`src/rtl/xvga_timing.sv`:
```
// XVGA raster timing generator (1024x768 @ 60 Hz on a 65 MHz pixel clock).
// Produces pixel/line counters, active-low syncs, blanking, line and frame
// strobes and a completed-frame counter. Every output is registered and is
// decoded from the next counter values so all of them line up with the
// hcount/vcount presented in the same cycle.
module xvga_timing #(
  parameter int H_ACTIVE = 1024,
  parameter int H_FRONT  = 24,
  parameter int H_SYNC   = 136,
  parameter int H_BACK   = 160,
  parameter int V_ACTIVE = 768,
  parameter int V_FRONT  = 3,
  parameter int V_SYNC   = 6,
  parameter int V_BACK   = 29
) (
  input  logic        vclock,
  input  logic        reset_n,
  input  logic        enable,
  output logic [10:0] hcount,
  output logic [9:0]  vcount,
  output logic        hsync,
  output logic        vsync,
  output logic        blank,
  output logic        line_start,
  output logic        frame_start,
  output logic [15:0] frame_count
);

  localparam int H_TOTAL = H_ACTIVE + H_FRONT + H_SYNC + H_BACK;
  localparam int V_TOTAL = V_ACTIVE + V_FRONT + V_SYNC + V_BACK;

  localparam logic [10:0] H_LAST = 11'(H_TOTAL - 1);
  localparam logic [10:0] H_VIS  = 11'(H_ACTIVE);
  localparam logic [10:0] HS_BEG = 11'(H_ACTIVE + H_FRONT);
  localparam logic [10:0] HS_END = 11'(H_ACTIVE + H_FRONT + H_SYNC - 1);

  localparam logic [9:0]  V_LAST = 10'(V_TOTAL - 1);
  localparam logic [9:0]  V_VIS  = 10'(V_ACTIVE);
  localparam logic [9:0]  VS_BEG = 10'(V_ACTIVE + V_FRONT);
  localparam logic [9:0]  VS_END = 10'(V_ACTIVE + V_FRONT + V_SYNC - 1);

  logic [10:0] h_nxt;
  logic [9:0]  v_nxt;
  logic        hsync_nxt;
  logic        vsync_nxt;
  logic        blank_nxt;
  logic        line_nxt;
  logic        frame_nxt;

  // Next raster position and the signals decoded from it; with enable low
  // the position holds, so the decodes hold too and only the strobes drop.
  always_comb begin
    h_nxt = hcount;
    v_nxt = vcount;
    if (enable) begin
      if (hcount == H_LAST) begin
        h_nxt = '0;
        v_nxt = (vcount == V_LAST) ? '0 : vcount + 10'd1;
      end else begin
        h_nxt = hcount + 11'd1;
      end
    end
    hsync_nxt = !((h_nxt >= HS_BEG) && (h_nxt <= HS_END));
    vsync_nxt = !((v_nxt >= VS_BEG) && (v_nxt <= VS_END));
    blank_nxt = (h_nxt >= H_VIS) || (v_nxt >= V_VIS);
    line_nxt  = enable && (h_nxt == '0);
    frame_nxt = line_nxt && (v_nxt == '0);
  end

  // Output registers; the frame counter advances on the edge that raises frame_start.
  always_ff @(posedge vclock or negedge reset_n) begin
    if (!reset_n) begin
      hcount      <= '0;
      vcount      <= '0;
      hsync       <= 1'b1;
      vsync       <= 1'b1;
      blank       <= 1'b0;
      line_start  <= 1'b0;
      frame_start <= 1'b0;
      frame_count <= '0;
    end else begin
      hcount      <= h_nxt;
      vcount      <= v_nxt;
      hsync       <= hsync_nxt;
      vsync       <= vsync_nxt;
      blank       <= blank_nxt;
      line_start  <= line_nxt;
      frame_start <= frame_nxt;
      if (frame_nxt) begin
        frame_count <= frame_count + 16'd1;
      end
    end
  end

endmodule

```
`config.mk`:
```
export PLATFORM = sky130hd
export DESIGN_NAME = xvga_timing
export DESIGN_NICKNAME = d
export VERILOG_FILES = /design/src/rtl/xvga_timing.sv
export SDC_FILE = /design/constraint.sdc
export NUM_CORES = 1
export LEC_CHECK = 0
export BUFFER_PORTS_ARGS = -buffer_cell sky130_fd_sc_hd__buf_2
export CAP_MARGIN = 5
export CORE_UTILIZATION = 45
export DETAILED_ROUTE_END_ITERATION = 10
export PLACE_DENSITY = 0.67
export SLEW_MARGIN = 20
export SYNTH_ARGS = -nofsm -noshare
export SYNTH_HDL_FRONTEND = slang
export SYNTH_SLANG_ARGS = --single-unit
```
`constraint.sdc`:
```
create_clock -name vclock -period 3.7 [get_ports vclock]
set_clock_uncertainty 0.2 [all_clocks]
set_input_delay 0.74 -clock vclock [delete_from_list [all_inputs] [get_ports vclock]]
set_output_delay 0.74 -clock vclock [all_outputs]
set_load 0.05 [all_outputs]
```
==> impl_results.md <==
- Status: completed
- CP delay by family, top: simple AND/OR/NAND/NOR gates
- RR Startpoint: hcount[6]$_DFF_PN0_
- Critical path cell sequence: or4b_4 > or4_4 > o21ai_1 > nand2_1 > or4b_1 > buf_4 > nor4b_1 > xor2_1
- WHS: 100.1 ps
- Antenna violations before repair: 0
- Largest net degree at the start of global routing: 43
- Switching power: 500.2 uW
- Flop pwr share: 41.7%
- I/O Pins: 45
- Clock tree buffer depth: 2
- CTS tree: yes
- Flop2flop setup slack: 250 ps
- Synthesized flop and latch total: 42
- Post-CTS Resized: 0
- Vias: 1985
- Post-route setup TNS: 0 ps
- Clock transition at path regs: 90 ps
- Internal: 832.7 uW
- Drt initial violations: 158
- Post-synthesis sequential area ratio: 42.98%
- Crit share post-route: 93.12%
- Vias per cell: 5.545
- Die Wd: 75.81 um
- Syn_area_per_cell: 10.43 sq um
- Comb power frac: 31.0%
- Asr flop ratio synth: 100.0%
- Slew Limit Fails: 0
- Number of placement rows: 26
- DP HPWL: 3873 um
- Max cap viols: 0
- Vias in the first global route: 1749
- Post-CTS Hold Buffers: 0
- Die Y: 75.81 um
- P_leak: 1.425 nW
- Worst hold path type: in -> async
- Peak Freq: 290.2 MHz
- # placed instances: 349
- Nets: 294
- Unique cell type count in the Yosys netlist: 57
- Area Overhead vs Synth: 17.56%
- Total wire length: 5427 um
- IO Port Bufs: 44
- CP Data Arrival Time: 3480 ps
- DR WL/cell: 15.16 um
- Min Clock Period, post-route: 3445 ps
- Critical register-to-register path endpoint: frame_count[7]$_DFFE_PN0P_
- Clk sink count: 42
- Root buffer cell: clkbuf_8
- Post-synth EDFFs: 0
- Antenna-violating nets left: 0
- CP Max Fanout: 10
- Diode count: 0
- CP endpoint kind: flip-flop
- Core ar.: 5172 sq um
- Syn Inst Count: 235
- Share of cells above drive strength 1: 30.90%
- Sw Share: 37.53%
- Top cell type by total area after synthesis: dfrtp_1
- Die area: 5746 sq um
- YS warnings: 0
- Gr ovfl total: 0
- Post CTS Setup Buffer Count: 0
- Peak per-stage delay on the critical path: 620 ps
- Overall Power: 1.333 mW
- Pwr per Cell Area: 462.6 nW/um^2
- Slew Limit Headroom: 60.86%
- Synth top area share: 40.84%
- CP max-delay cell: or4_4
- Startpoint types: flip-flop
- CTS Buf Count: 5
- Power share of the clock group: 27.2%
- Critical path class: reg -> reg
- Final setup fails: 0
- Synthesized area: 2451 sq um
- Final Non-Filler Cells: 358
- Ranking of synthesized cells by area: dfrtp_1 41%, xor2_1 6.4%, nor4_2 4.1%
- Starting Density: 47.39%
- Syn_nets: 242
- Worst Tran Pin Value: 579.5 ps
- First-pass GRT wire length: 8894 um
- First-pass DRT Iterations: 4
- GRT Util Overall: 20.68%
- Register-to-Register Path Depth: 8
- Worst Path Required: 3730 ps
- RD Place Congestion: 0.8390
- Clock latency on the worst-skew pair: 300 ps
- Worst VDD drop: 0.4970 mV
- H-Tree Depth: 2
- Final hold violations: 0
- Worst Path Buf+Inv: 1
- Post-route DRC: 0
- Synth Flop Type: dfrtp_1
- Unrepaired setup endpoints after global routing: false
cell type report:
type / count / area [sq um]
fillers: 464 / 2291
well taps: 70 / 87.58
inverters: 12 / 45.04
flip-flops and latches: 42 / 1056
clock inverters: 2 / 37.54
clock buffers: 6 / 72.57
repair buffers: 57 / 330.3
multi-input cells: 169 / 1252
flip-flops by register name, summed over array words and instances (netlist names):
register,cells
vcount,10
hcount,11
line_start,1
vsync,1
frame_count,16
blank,1
frame_start,1
hsync,1
power groups by stage:
stage | sequential [mW] | clock, mW | combinational (mW)
2_1_floorplan | 0.676 | 0 | 0.205
3_3_place_gp | 0.565 | 0 | 0.407
3_5_place_dp | 0.565 | 0 | 0.414
4_1_cts | 0.556 | 0.372 | 0.416
5_1_grt | 0.565 | 0.386 | 0.450
6_report | 0.556 | 0.363 | 0.414
worst max path at each step:
stage                                       end  slack (ps)                 from  cells past startpoint
floorplan            frame_count[1]$_DFFE_PN0P_         0.9  hcount[6]$_DFF_PN0_                     10
global placement     frame_count[7]$_DFFE_PN0P_         260               enable                      9
detailed placement  frame_count[15]$_DFFE_PN0P_         220               enable                      9
CTS                  frame_count[7]$_DFFE_PN0P_         250  hcount[6]$_DFF_PN0_                      8
global route         frame_count[7]$_DFFE_PN0P_         110  hcount[6]$_DFF_PN0_                      8
finish               frame_count[7]$_DFFE_PN0P_         250  hcount[6]$_DFF_PN0_                      8
metal layers:
layer	wire (um)	GRT usage (%)	up-vias
met2	2430	29.89	46
li1	-	-	973
met3	225	3.836	6
met5	0	0	-
met1	2717	31.40	960
met4	53	5.556	0
logic make-up after synthesis:
logic type                 share of synthesized area (%)
adders and majority gates                          2.042
and+or+nand+nor                                    28.38
DFF                                                42.98
buffers and inverters                              6.329
xor gates and xnor gates                           8.576
AOI/OAI and AO/OA                                  9.138
muxes                                              2.552
Yosys cell counts, drive strengths merged, types with 2 or more instances:
master / n
nor4: 13
o21ai: 8
nand2: 18
ha: 4
o31ai: 4
and4: 3
mux2: 2
dfstp: 2
nand4bb: 2
nand2b: 3
xor2: 18
nor3b: 2
nor4b: 7
or4: 4
mux2i: 4
nand4: 7
a22oi: 2
nor3: 8
dfrtp: 40
xnor2: 6
or2: 2
o41ai: 3
and4b: 2
a211o: 2
a21oi: 4
inv: 12
buf: 11
nand3: 10
or4b: 2
and3: 8
nor2: 9
worst reg2reg max path, delay by kind of cell, from the launching register on:
kind                      cells  cell delay, ps
and+or+nand+nor               5            2240
DFF                           1             400
buffers and inverters         1             220
xor gates and xnor gates      1             170
AOI/OAI and AO/OA             1             160
metrics by stage:
| stage | utilization, % | setup slack [ps] | cell area (sq um) |
|---|---|---|---|
| final | 55.71 | 254.5 | 2882 |
| after global routing | 55.71 | 106.2 | 2882 |
| after CTS | 55.32 | 249.3 | 2861 |
| after detailed placement | 53.19 | 218.6 | 2751 |
| after global placement | 53.19 | 256.5 | 2751 |
| after floorplan | - | 0.9250 | 2470 |
placed cells by master (no fill, tap or decap), types with 5 or more instances in the layout:
master    Yosys  layout
buf_2         3      44
dfrtp_1      40      38
nand2_1      18      18
xor2_1       18      18
inv_1        12      12
buf_4         2      12
nand3_1      10      10
nor2_1        9       9
nor4_2        8       8
nand4_1       7       7
o21ai_0       7       7
and3_1        7       7
nor3_1        8       6
nor4b_1       6       6
xnor2_1       6       6
clkbuf_8      0       5
(Power assumes the default switching activity.)
